File: src/rtl/uart_tx_buffered_if.sv
// Write-side handshake between the CPU io-write path and the buffered UART transmitter.
// The master pushes w_data with w_en; the slave reports free space on w_ready.
interface uart_tx_buffered_if;
  logic       w_en;
  logic [7:0] w_data;
  logic       w_ready;

  modport master (output w_en, output w_data, input  w_ready);
  modport slave  (input  w_en, input  w_data, output w_ready);
endinterface

File: src/rtl/uart_tx_buffered.sv
// Buffered 8N1 UART transmitter: a DEPTH-entry byte FIFO feeding a serialiser that holds
// each bit for WAIT clocks, with a sticky drained interrupt and a sticky overflow flag.
module uart_tx_buffered #(
  parameter int WAIT  = 868,
  parameter int DEPTH = 4
) (
  input  logic                clk,
  input  logic                reset,
  uart_tx_buffered_if.slave   wr,
  output logic                tx_busy,
  output logic                tx_irr,
  input  logic                irr_ack,
  output logic                overflow,
  output logic                uart_tx
);

  localparam int AW = $clog2(DEPTH);
  localparam int CW = AW + 1;
  localparam int BW = $clog2(WAIT);

  typedef enum logic [1:0] {IDLE, START, DATA, STOP} state_t;

  logic [7:0]    mem_q [DEPTH];
  logic [AW-1:0] rd_q, wr_q;
  logic [CW-1:0] count_q;
  logic          overflow_q;

  state_t        state_q;
  logic [BW-1:0] baud_q;
  logic [2:0]    bit_q;
  logic [7:0]    shift_q;
  logic          tx_q;
  logic          irr_q;

  logic push, pop, baud_done, fifo_nonempty;

  assign wr.w_ready    = (count_q != CW'(DEPTH));
  assign fifo_nonempty = (count_q != '0);
  assign push          = wr.w_en && wr.w_ready;
  assign baud_done     = (baud_q == BW'(WAIT - 1));
  // The serialiser takes a byte from IDLE, or straight out of the last stop-bit clock.
  assign pop = fifo_nonempty && ((state_q == IDLE) || (state_q == STOP && baud_done));

  assign tx_busy  = (state_q != IDLE) || fifo_nonempty;
  assign tx_irr   = irr_q;
  assign overflow = overflow_q;
  assign uart_tx  = tx_q;

  // NOTE: all state flops use non-blocking assignments so every block sees pre-edge values.
  always_ff @(posedge clk) begin
    if (reset) begin
      rd_q       <= '0;
      wr_q       <= '0;
      count_q    <= '0;
      overflow_q <= 1'b0;
    end else begin
      if (push) wr_q <= wr_q + 1'b1;
      if (pop)  rd_q <= rd_q + 1'b1;
      case ({push, pop})
        2'b10:   count_q <= count_q + 1'b1;
        2'b01:   count_q <= count_q - 1'b1;
        default: ;
      endcase
      if (wr.w_en && !wr.w_ready) overflow_q <= 1'b1;
    end
  end

  // NOTE: the storage array has no reset; count_q alone decides which entries are valid.
  always_ff @(posedge clk) begin
    if (push) mem_q[wr_q] <= wr.w_data;
  end

  always_ff @(posedge clk) begin
    if (reset) begin
      state_q <= IDLE;
      baud_q  <= '0;
      bit_q   <= '0;
      shift_q <= '0;
      tx_q    <= 1'b1;
      irr_q   <= 1'b0;
    end else begin
      // Ack clears first so a drain on the same edge overrides it below.
      if (irr_ack) irr_q <= 1'b0;
      case (state_q)
        IDLE: begin
          if (pop) begin
            shift_q <= mem_q[rd_q];
            tx_q    <= 1'b0;
            baud_q  <= '0;
            state_q <= START;
          end
        end
        START: begin
          if (baud_done) begin
            baud_q  <= '0;
            tx_q    <= shift_q[0];
            shift_q <= shift_q >> 1;
            bit_q   <= '0;
            state_q <= DATA;
          end else begin
            baud_q <= baud_q + 1'b1;
          end
        end
        DATA: begin
          if (baud_done) begin
            baud_q <= '0;
            if (bit_q == 3'd7) begin
              tx_q    <= 1'b1;
              state_q <= STOP;
            end else begin
              tx_q    <= shift_q[0];
              shift_q <= shift_q >> 1;
              bit_q   <= bit_q + 1'b1;
            end
          end else begin
            baud_q <= baud_q + 1'b1;
          end
        end
        STOP: begin
          if (baud_done) begin
            baud_q <= '0;
            if (pop) begin
              shift_q <= mem_q[rd_q];
              tx_q    <= 1'b0;
              state_q <= START;
            end else begin
              irr_q   <= 1'b1;
              state_q <= IDLE;
            end
          end else begin
            baud_q <= baud_q + 1'b1;
          end
        end
        default: state_q <= IDLE;
      endcase
    end
  end

endmodule
File: src/flat_wrapper.sv
// flat-port wrapper written by rule: the top's interface ports become plain ports
module uart_tx_buffered_flat 
#(
  parameter int WAIT  = 868,
  parameter int DEPTH = 4
)
  (clk, reset, tx_busy, tx_irr, irr_ack, overflow, uart_tx, wr_w_en, wr_w_data, wr_w_ready);
  uart_tx_buffered_if wr_i ();
  input  logic clk;
  input  logic reset;
  output logic tx_busy;
  output logic tx_irr;
  input  logic irr_ack;
  output logic overflow;
  output logic uart_tx;
  input wire logic [$bits(wr_i.w_en)-1:0] wr_w_en;
  input wire logic [$bits(wr_i.w_data)-1:0] wr_w_data;
  output wire logic [$bits(wr_i.w_ready)-1:0] wr_w_ready;
  assign wr_i.w_en = wr_w_en;
  assign wr_i.w_data = wr_w_data;
  assign wr_w_ready = wr_i.w_ready;
  uart_tx_buffered #(.WAIT(WAIT), .DEPTH(DEPTH)) u_core (.clk(clk), .reset(reset), .wr(wr_i), .tx_busy(tx_busy), .tx_irr(tx_irr), .irr_ack(irr_ack), .overflow(overflow), .uart_tx(uart_tx));
endmodule
File: config.mk
export PLATFORM = sky130hd
export DESIGN_NAME = uart_tx_buffered_flat
export DESIGN_NICKNAME = d
export VERILOG_FILES = /design/src/rtl/uart_tx_buffered_if.sv /design/src/rtl/uart_tx_buffered.sv /design/src/flat_wrapper.sv
export SDC_FILE = /design/constraint.sdc
export NUM_CORES = 1
export LEC_CHECK = 0
export CORE_ASPECT_RATIO = 0.8
export CORE_MARGIN = 8
export CORE_UTILIZATION = 53
export CTS_CLUSTER_DIAMETER = 50
export DETAILED_ROUTE_END_ITERATION = 12
export PLACE_DENSITY = 0.75
export SLEW_MARGIN = 5
export SYNTH_ARGS = -nofsm -noshare
export SYNTH_HDL_FRONTEND = slang
export SYNTH_SLANG_ARGS = --single-unit
File: constraint.sdc
create_clock -name clk -period 2.65 [get_ports clk]
set_clock_uncertainty 0.2 [all_clocks]
set_input_delay 0.6625 -clock clk [delete_from_list [all_inputs] [get_ports clk]]
set_output_delay 0.6625 -clock clk [all_outputs]
set_load 0.05 [all_outputs]
==> flow_metrics.tcl <==
set metrics [dict create \
    status "finished, violations left" \
    violations "setup timing" \
    crit_path_start_kind "flip-flop" \
    clk_path_buf_depth 2 \
    antenna_found_initial 0 \
    worst_slew_pin_slew_ps 570 \
    vias 2102 \
    ant_nets 0 \
    synth_cell_types 44 \
    syn_to_final_growth_pct 21.9 \
    layout_setup_ws_ps -4.39 \
    async_reset_ff_frac 0 \
    grtUsageTotal 0.155 \
    grt_pass1_vias 2091 \
    period_minus_slack_ps 2650 \
    crit_arrival_ps 2730 \
    hold_violations 0 \
    post_dp_cell_area_sq_um 3420 \
    crit_fanout 2 \
    slowest_delay_ps 390 \
    synth_edf_count 32 \
    clkTransAtPathRegs_ps 80 \
    slowest_stage "or3b_4" \
    power.internal_w 0.00254 \
    holdWs_ps 266 \
    avgViaCountPerCell 5.58 \
    fillers 408 \
    initial_core_util 0.550 \
    final_cell_area_sq_um 3660 \
    cts_root_buffer "clkbuf_8" \
    path_buf_inv 1 \
    synth_top_area_frac 0.320 \
    synth_nets 278 \
    die_h_microns 83.4 \
    cpLargestDelayFamily "simple AND/OR/NAND/NOR gates" \
    die_w_microns 100 \
    cp.depth 9 \
    grt_start_max_net_pins 22 \
    cts_tree "done" \
    synth_area_per_cell_sq_um 11.9 \
    synth_ff_type "dfxtp_1" \
    rows 24 \
    clock_latency_ps 340 \
    slew_violations 0 \
    cp_cell_sequence "or3b_4 > o41a_1 > nor2_4 > ha_2 > inv_2 > fa_2 > xor2_1 > or3_1 > a21oi_1" \
    dp_hpwl_mm 4.33 \
    crit_type "reg2reg" \
    max_freq_mhz 377 \
    most-common-layout-cells "edfxtp_1, dfxtp_1, buf_4" \
    gp_congestion 0.835 \
    vdd_drop_max_mv 0.727 \
    seq_area_frac_synth 0.553 \
    fin_cells 377 \
    numCtsBuffers 9 \
    synth_area_leader_cell "edfxtp_1" \
    min_period_over_period 1.00 \
    drtIter0Drc 107 \
    route.detailed.drc 0 \
    worstHoldPathCells 2 \
    die_area_sq_um 8350 \
    synth-seq-cells 67 \
    min_path_type "reg2reg" \
    drt_wl_total_mm 6.03 \
    nets 320 \
    finalSetupViolCount 1 \
    slew_headroom 0.619 \
    pin_count 17 \
    power_density_nw_per_um2 1130 \
    n_antenna_cell 0 \
    cts_max_level 3 \
    setup.worst_path.end_class "flip-flop" \
    cts_num_sinks 67 \
    layout-drive-gt1-share 0.264 \
    yosys_warnings 0 \
    drv_cap 0 \
    rr_worst_depth 9 \
    dp_slack_ps -68.7 \
    synthCells 252 \
    p_leak_nw 1.32 \
    wl_per_cell_microns 16.0 \
    portBuffers 16 \
    pwr-share-seq 0.346 \
    p_total_w 0.00415 \
    pwr-share-comb 0.448 \
    firstDrtPassIters 4 \
    swShare 0.386 \
    place.detailed.instances 360 \
    clockPowerShare 0.206 \
    worstPathRequired_ps 2730 \
    switching_power_w 0.00160 \
    grt_pass1_wl_mm 10.1 \
    core_area_sq_um 5470 \
    grt_overflow 0 \
    rsz0062_at_grt "yes" \
    synth_area_leaders "edfxtp_1, dfxtp_1, mux4_2, ha_1, nor2_1" \
    final_common_cell "edfxtp_1" \
    syn-cell-area_sq_um 3010 \
]
==> registers in the layout, summed over array words and instances, names as in the netlist, named ones only <==
register / cells
u_core.overflow: 1
u_core.baud_q: 10
u_core.wr_q: 2
u_core.state_q: 2
u_core.shift_q: 8
u_core.rd_q: 2
u_core.uart_tx: 1
u_core.count_q: 3
u_core.tx_irr: 1
u_core.mem_q: 32
u_core.bit_q: 3
==> kinds of logic after synthesis <==
| kind of cell | Yosys count | share of synthesized area |
|---|---|---|
| simple gates | 79 | 0.141 |
| xor+xnor | 5 | 0.0146 |
| compound gates | 49 | 0.113 |
| flops | 67 | 0.553 |
| mux | 17 | 0.0903 |
| buf+inv | 21 | 0.0279 |
| fa+ha+maj | 14 | 0.0608 |
==> cell type report <==
class,count,area [sq um],area share
clock inverters,7,76.3,0.0208
well taps,78,97.6,0.0266
repair buffers,40,339,0.0925
inverters,12,45.0,0.0123
flip-flops and latches,67,1670,0.455
multi-input cells,164,1320,0.359
clock buffers,9,124,0.0338
==> path summary, 6_finish.rpt <==
| path | slack [ps] | startpoint | to |
|---|---|---|---|
| worst max-delay path | -4 | u_core.baud_q[3] | u_core.count_q[2] |
| worst min-delay path | 270 | u_core.shift_q[7] | u_core.shift_q[7] |
| worst max register to register | -4 | u_core.baud_q[3] | u_core.count_q[2] |
| worst min register to register | 270 | u_core.shift_q[7] | u_core.shift_q[7] |
==> routing by layer <==
| metal | up-vias | track usage | part of all wire |
|---|---|---|---|
| li1 | 1025 | - | - |
| met1 | 1029 | 0.205 | 0.49 |
| met2 | 38 | 0.227 | 0.45 |
| met3 | 10 | 0.0525 | 0.044 |
| met4 | 0 | 0.0589 | 0.012 |
| met5 | - | 0 | 0 |
==> tightest hold or removal path, cell delays in order (launching register included) <==
cell	delay, ps
dfxtp_1	320
nand2_1	50
a21oi_1	50
==> power by group through the flow <==
stage	Combinational, W	Sequential [W]	Clock, W
4_1_cts	0.00179	0.00143	0.000870
3_5_place_dp	0.00176	0.00144	0
5_1_grt	0.00205	0.00146	0.000920
2_1_floorplan	0.00125	0.00142	0
6_report	0.00186	0.00144	0.000854
3_3_place_gp	0.00172	0.00143	0
==> Yosys cell counts, types with 2 or more instances <==
library cell  instances
a31oi_1               5
mux4_2                8
ha_1                 13
nor2_1               24
a31o_2                8
xor2_1                2
nand2_1              11
xnor2_1               3
and3_1                6
nor4_2                2
mux2i_1               8
buf_2                 4
edfxtp_1             32
nor3_1               11
nand3_1               7
a21oi_1              16
or3_1                 5
o21ai_0              10
nor3b_1               3
clkbuf_1              4
a22o_1                2
inv_1                11
dfxtp_1              35
nand3b_1              2
==> repair_timing <==
item / 4_1_cts / 5_1_grt
hold buffers: 0 / 0
setup buffers: 1 / 0
setup endpoints to repair: 1 / 3
pin swaps: 6 / 1
gates cloned: 0 / 0
resized for setup: 4 / 5
==> per-stage QoR <==
step,setup TNS (ps),util
global placement,0,0.626
detailed placement,-68.7,0.626
floorplan,-8.40,-
global route,-113,0.671
CTS,-25.6,0.666
finish,-4.39,0.671
Power figures use the tool's default switching activity.
